===== src/rtl/alu_pkg.sv =====
// rtl/alu_pkg.sv - shared opcodes, state encoding and helpers for the execute-stage ALU
package alu_pkg;

  localparam int XLEN    = 32;
  localparam int FN_W    = 4;
  localparam int SHAMT_W = $clog2(XLEN);

  localparam logic [FN_W-1:0] FN_ADD   = 4'd0;
  localparam logic [FN_W-1:0] FN_SUB   = 4'd1;
  localparam logic [FN_W-1:0] FN_AND   = 4'd2;
  localparam logic [FN_W-1:0] FN_OR    = 4'd3;
  localparam logic [FN_W-1:0] FN_XOR   = 4'd4;
  localparam logic [FN_W-1:0] FN_SLT   = 4'd5;
  localparam logic [FN_W-1:0] FN_SLTU  = 4'd6;
  localparam logic [FN_W-1:0] FN_SLL   = 4'd7;
  localparam logic [FN_W-1:0] FN_SRL   = 4'd8;
  localparam logic [FN_W-1:0] FN_SRA   = 4'd9;
  localparam logic [FN_W-1:0] FN_COPYA = 4'd10;
  localparam logic [FN_W-1:0] FN_COPYB = 4'd11;

  typedef enum logic [1:0] {
    ST_IDLE  = 2'd0,
    ST_SHIFT = 2'd1,
    ST_DONE  = 2'd2
  } state_t;

  function automatic logic is_shift(input logic [FN_W-1:0] fn);
    return (fn == FN_SLL) || (fn == FN_SRL) || (fn == FN_SRA);
  endfunction

endpackage


===== src/rtl/alu_comb.sv =====
// rtl/alu_comb.sv - single-cycle combinational RV32I integer ALU, barrel shifts included
module alu_comb
  import alu_pkg::*;
#(
  parameter int XLEN = alu_pkg::XLEN
) (
  input  logic [FN_W-1:0] fn,
  input  logic [XLEN-1:0] a,
  input  logic [XLEN-1:0] b,
  output logic [XLEN-1:0] y
);

  localparam int SW = $clog2(XLEN);

  logic [SW-1:0] shamt;
  assign shamt = b[SW-1:0];

  always_comb begin
    y = '0;
    case (fn)
      FN_ADD:   y = a + b;
      FN_SUB:   y = a - b;
      FN_AND:   y = a & b;
      FN_OR:    y = a | b;
      FN_XOR:   y = a ^ b;
      FN_SLT:   y = {{(XLEN-1){1'b0}}, ($signed(a) < $signed(b))};
      FN_SLTU:  y = {{(XLEN-1){1'b0}}, (a < b)};
      FN_SLL:   y = a << shamt;
      FN_SRL:   y = a >> shamt;
      FN_SRA:   y = $signed(a) >>> shamt;
      FN_COPYA: y = a;
      FN_COPYB: y = b;
      default:  y = '0;
    endcase
  end

endmodule


===== src/rtl/alu_exec.sv =====
// rtl/alu_exec.sv - execute-stage ALU with valid/ready handshakes and a 1-bit-per-cycle shifter
module alu_exec
  import alu_pkg::*;
#(
  parameter int XLEN = alu_pkg::XLEN
) (
  input  logic            clk,
  input  logic            reset_n,
  input  logic            io_in_valid,
  output logic            io_in_ready,
  input  logic [FN_W-1:0] io_alu_fn,
  input  logic [XLEN-1:0] io_opa,
  input  logic [XLEN-1:0] io_opb,
  output logic            io_out_valid,
  input  logic            io_out_ready,
  output logic [XLEN-1:0] io_result
);

  localparam int SW = $clog2(XLEN);

  state_t          state;
  logic [XLEN-1:0] acc;
  logic [XLEN-1:0] acc_next;
  logic [XLEN-1:0] comb_y;
  logic [SW-1:0]   count;
  logic [SW-1:0]   in_shamt;
  logic [FN_W-1:0] shift_fn;
  logic            accept;

  alu_comb #(.XLEN(XLEN)) u_comb (
    .fn (io_alu_fn),
    .a  (io_opa),
    .b  (io_opb),
    .y  (comb_y)
  );

  assign in_shamt = io_opb[SW-1:0];
  assign accept   = io_in_valid & io_in_ready;

  always_comb begin
    io_in_ready = 1'b0;
    case (state)
      ST_IDLE: io_in_ready = 1'b1;
      ST_DONE: io_in_ready = io_out_ready;
      default: io_in_ready = 1'b0;
    endcase
  end

  always_comb begin
    acc_next = acc;
    case (shift_fn)
      FN_SLL:  acc_next = {acc[XLEN-2:0], 1'b0};
      FN_SRL:  acc_next = {1'b0, acc[XLEN-1:1]};
      FN_SRA:  acc_next = {acc[XLEN-1], acc[XLEN-1:1]};
      default: acc_next = acc;
    endcase
  end

  always_ff @(posedge clk or negedge reset_n) begin
    if (!reset_n) begin
      state        <= ST_IDLE;
      io_out_valid <= 1'b0;
      io_result    <= '0;
      count        <= '0;
      acc          <= '0;
      shift_fn     <= '0;
    end else begin
      case (state)
        ST_IDLE, ST_DONE: begin
          // DONE with a same-cycle accept is handled exactly like IDLE, giving back-to-back ops
          if (accept) begin
            if (is_shift(io_alu_fn) && (in_shamt != '0)) begin
              state        <= ST_SHIFT;
              acc          <= io_opa;
              count        <= in_shamt;
              shift_fn     <= io_alu_fn;
              io_out_valid <= 1'b0;
            end else begin
              state        <= ST_DONE;
              io_result    <= comb_y;
              io_out_valid <= 1'b1;
            end
          end else if (state == ST_DONE && io_out_ready) begin
            state        <= ST_IDLE;
            io_out_valid <= 1'b0;
          end
        end
        ST_SHIFT: begin
          acc   <= acc_next;
          count <= count - 1'b1;
          if (count == SW'(1)) begin
            state        <= ST_DONE;
            io_result    <= acc_next;
            io_out_valid <= 1'b1;
          end
        end
        default: begin
          state        <= ST_IDLE;
          io_out_valid <= 1'b0;
        end
      endcase
    end
  end

endmodule


===== config.mk =====
export PLATFORM = sky130hd
export DESIGN_NAME = alu_exec
export DESIGN_NICKNAME = d
export VERILOG_FILES = /design/src/rtl/alu_pkg.sv /design/src/rtl/alu_comb.sv /design/src/rtl/alu_exec.sv
export SDC_FILE = /design/constraint.sdc
export NUM_CORES = 1
export LEC_CHECK = 0
export ABC_AREA = 0
export CAP_MARGIN = 5
export CORE_AREA = 2 2 140 245
export DETAILED_ROUTE_END_ITERATION = 10
export DIE_AREA = 0 0 142 247
export MAX_ROUTING_LAYER = met4
export SLEW_MARGIN = 15
export SYNTH_ARGS = -nofsm -noshare
export SYNTH_HDL_FRONTEND = slang
export SYNTH_SLANG_ARGS = --single-unit

===== constraint.sdc =====
create_clock -name clk -period 6.5 [get_ports clk]
set_input_delay 0.65 -clock clk [delete_from_list [all_inputs] [get_ports clk]]
set_output_delay 0.65 -clock clk [all_outputs]
set_load 0.1 [all_outputs]

==> flow_summary.ini <==
[sta]
hold_slack_ps = 99.0
slew_viol_final = 0
tns_ps = 0
setup_viol = 0
finalWorstSetupSlack_ps = 1840
grt_setup_unrepaired = no
max_freq_ghz = 0.215
finalCriticalPeriod_ps = 4660
max_slew_margin_pct = 21.1
worst_pin_slew_ps = 1180
hold_violations = 0
post-route-period-util_pct = 71.6
finClkSkew_ps = 14.9

[worst_setup_path]
worst_ep_arrival_time_ps = 4940
startpoint_type = primary input
crit_path_end_kind = register
worst-path-max-fanout = 11
worstSetupPathType = in2reg
crit_required_ps = 6790

[routing]
routed_wl_um = 75900
drc = 0
postRouteAntennaNets = 0
wirelength_met1_um = 26500
vias = 16067
first_pass_iters = 6
routed_via_density = 7.07
met3WireLength_um = 6780
dr.max_layer_used = met4
drt_iter0_drc = 2077
wire_per_inst_um = 33.4
met2_length_um = 34600

[global_route]
grt_pass1_wl_um = 108000
antenna_found_initial = 0
grt_use_total_pct = 44.0
grt_pass1_vias = 15556
overflow = 0
grt_max_degree = 65

[cts]
holdBufCountCts = 0
cts-buffers-inserted = 9
h-tree-depth = 3
cts_resized = 0
cts_setup_buffers = 0
clock_path_buffers = 2
cts_sinks = 75
root_buffer = clkbuf_16
clk_latency_ps = 390
cts_tree = done
clk_pin_slew_ps = 70

[power]
p_leak_nw = 6.15
ir_drop_mv = 0.159
p_per_area_nw_per_um2 = 242

[synth]
yosys-top-cells-area = dfrtp_1, ha_1, nand2_1, a21oi_1, o21ai_0
synth.net_count = 2011
ys_seq_area_share_pct = 14.3
avgSynthCellArea_um2 = 7.17
netlist.area_leader.share_pct = 14.3
yosys_warnings = 0
synth-main-ff-cell = dfrtp_1
yosysTopAreaCell = dfrtp_1
synthArstFlopShare_pct = 100
netlist-cell-type-count = 88
synth_seq_cells = 75
netlist_area_um2 = 13100
syn_inst = 1831
synth_edf_count = 0

[layout]
n_fill_cell = 3493
area_growth_syn_to_layout_pct = 13.3
n_antenna_cell = 0
design_area_um2 = 14900
drive_gt1_share_pct = 8.85
fin_nets = 2040

[placed_design]
post-dp-hpwl_um = 58100
placed_area_um2 = 14500
port_buffers = 105
gp_congestion = 1.09
pre_cts_ws_ps = 1580

[min_path]
hp-class = in2async

[floorplanning]
start_util_pct = 39.4
top_level_ports = 106
fp-row-count = 89
core_region_area_um2 = 33300
die-area_um2 = 35100
dieHeight_um = 247
die_x_um = 142

[job]
drv_cap = 0

[status]
status = finished clean
[state kept, by name, indices dropped and copies added (netlist names)]
register	count
shift_fn	4
count	5
state	1
io_result	32
io_out_valid	1
acc	32
[final timing paths]
path / cells after the start / end / from / slack (ps)
worst max register to register: 10 / io_result[27]$_DFFE_PN0P_ / shift_fn[3]$_DFFE_PN0P_ / 3180
worst max-delay path: 11 / io_result[14]$_DFFE_PN0P_ / io_opa[1] / 1840
worst min register to register: 2 / io_result[2]$_DFFE_PN0P_ / io_result[2]$_DFFE_PN0P_ / 480
worst min-delay path: 1 / io_result[4]$_DFFE_PN0P_ / reset_n / 100
max in group asynchronous: 2 / io_result[29]$_DFFE_PN0P_ / reset_n / 5130
min in group clk: 2 / io_result[2]$_DFFE_PN0P_ / io_result[2]$_DFFE_PN0P_ / 480
[metal layers]
layer | vias up | GRT usage, %
li1 | 6879 | -
met1 | 7706 | 48.2
met2 | 1127 | 69.1
met3 | 355 | 8.17
met4 | 0 | 36.5
met5 | - | -
[synthesized netlist by cell type (16+ instances only)]
| cell type | n |
|---|---|
| buf_2 | 29 |
| xnor2_1 | 20 |
| nand3_1 | 44 |
| a221oi_1 | 19 |
| clkbuf_1 | 95 |
| mux4_2 | 32 |
| o211ai_1 | 32 |
| o21ai_0 | 147 |
| mux2i_1 | 64 |
| nor3_1 | 48 |
| inv_1 | 102 |
| a21oi_1 | 164 |
| a22oi_1 | 57 |
| a211oi_1 | 35 |
| ha_1 | 106 |
| a21o_1 | 17 |
| a31oi_1 | 41 |
| dfrtp_1 | 75 |
| nand2_1 | 232 |
| nor2_1 | 147 |
| o31ai_1 | 16 |
[cell families after synthesis]
kind of cell | count (synthesis) | share of synthesized area, %
compound gates | 674 | 33.9
xor+xnor | 23 | 1.53
fa+ha+maj | 108 | 10.4
buf+inv | 253 | 7.83
flops | 75 | 14.3
mux | 111 | 11.7
simple gates | 587 | 20.3
[layout make-up]
type                            count  area, um^2  area share, %
Clock buffer                       10         229           1.54
Clock inverter                      6         113          0.757
Inverter                          107         402           2.70
Multi-Input combinational cell   1503       10300           69.1
Sequential cell                    75        1880           12.6
Tap cell                          409         512           3.44
Timing Repair Buffer              164        1470           9.88
[through the flow]
| stage | power (mW) | util [%] | instances |
|---|---|---|---|
| final | 3.59 | 44.7 | 2274 |
| after CTS | 3.54 | 44.7 | 2274 |
| after floorplan | 2.16 | - | 1831 |
| after detailed placement | 2.91 | 43.6 | 2258 |
| after global routing | 3.73 | 44.7 | 2274 |
| after global placement | 2.90 | 43.6 | 2258 |
[where the power goes]
part | switching [mW] | internal [mW] | total [mW]
combinational | 1.50 | 0.614 | 2.11
sequential | 0.211 | 0.642 | 0.853
clock | 0.250 | 0.377 | 0.627
[placed cells by master, fill, tap and decap left out, drive strengths merged, types with 11 or more instances in the layout]
cell type | Yosys | layout
nand2 | 232 | 232
a21oi | 164 | 164
o21ai | 153 | 153
nor2 | 149 | 149
ha | 106 | 106
inv | 105 | 106
clkdlybuf4s50 | 0 | 99
dfrtp | 75 | 75
buf | 51 | 65
mux2i | 64 | 64
a22oi | 57 | 57
nor3 | 51 | 51
nand3 | 44 | 44
a31oi | 41 | 41
a211oi | 35 | 35
mux4 | 32 | 32
o211ai | 32 | 32
xnor2 | 20 | 20
a221oi | 20 | 20
a21o | 17 | 17
o31ai | 16 | 16
or3 | 16 | 16
a2111oi | 16 | 16
and3 | 15 | 15
mux2 | 15 | 15
nand2b | 15 | 15
nand4 | 14 | 14
nor4 | 13 | 13
nor2b | 11 | 11
o21bai | 11 | 11
o22ai | 11 | 11
[critical path, stage by stage]
cell and delay (ps):
clkdlybuf4s50_1 810, fa_1 670, a21o_1 210, a221oi_2 760, o31a_1 300, o21ai_0 230
a211oi_1 310, a21oi_1 90, xnor2_1 460, a21oi_1 210, a311oi_1 240
Power figures use the tool's default switching activity.
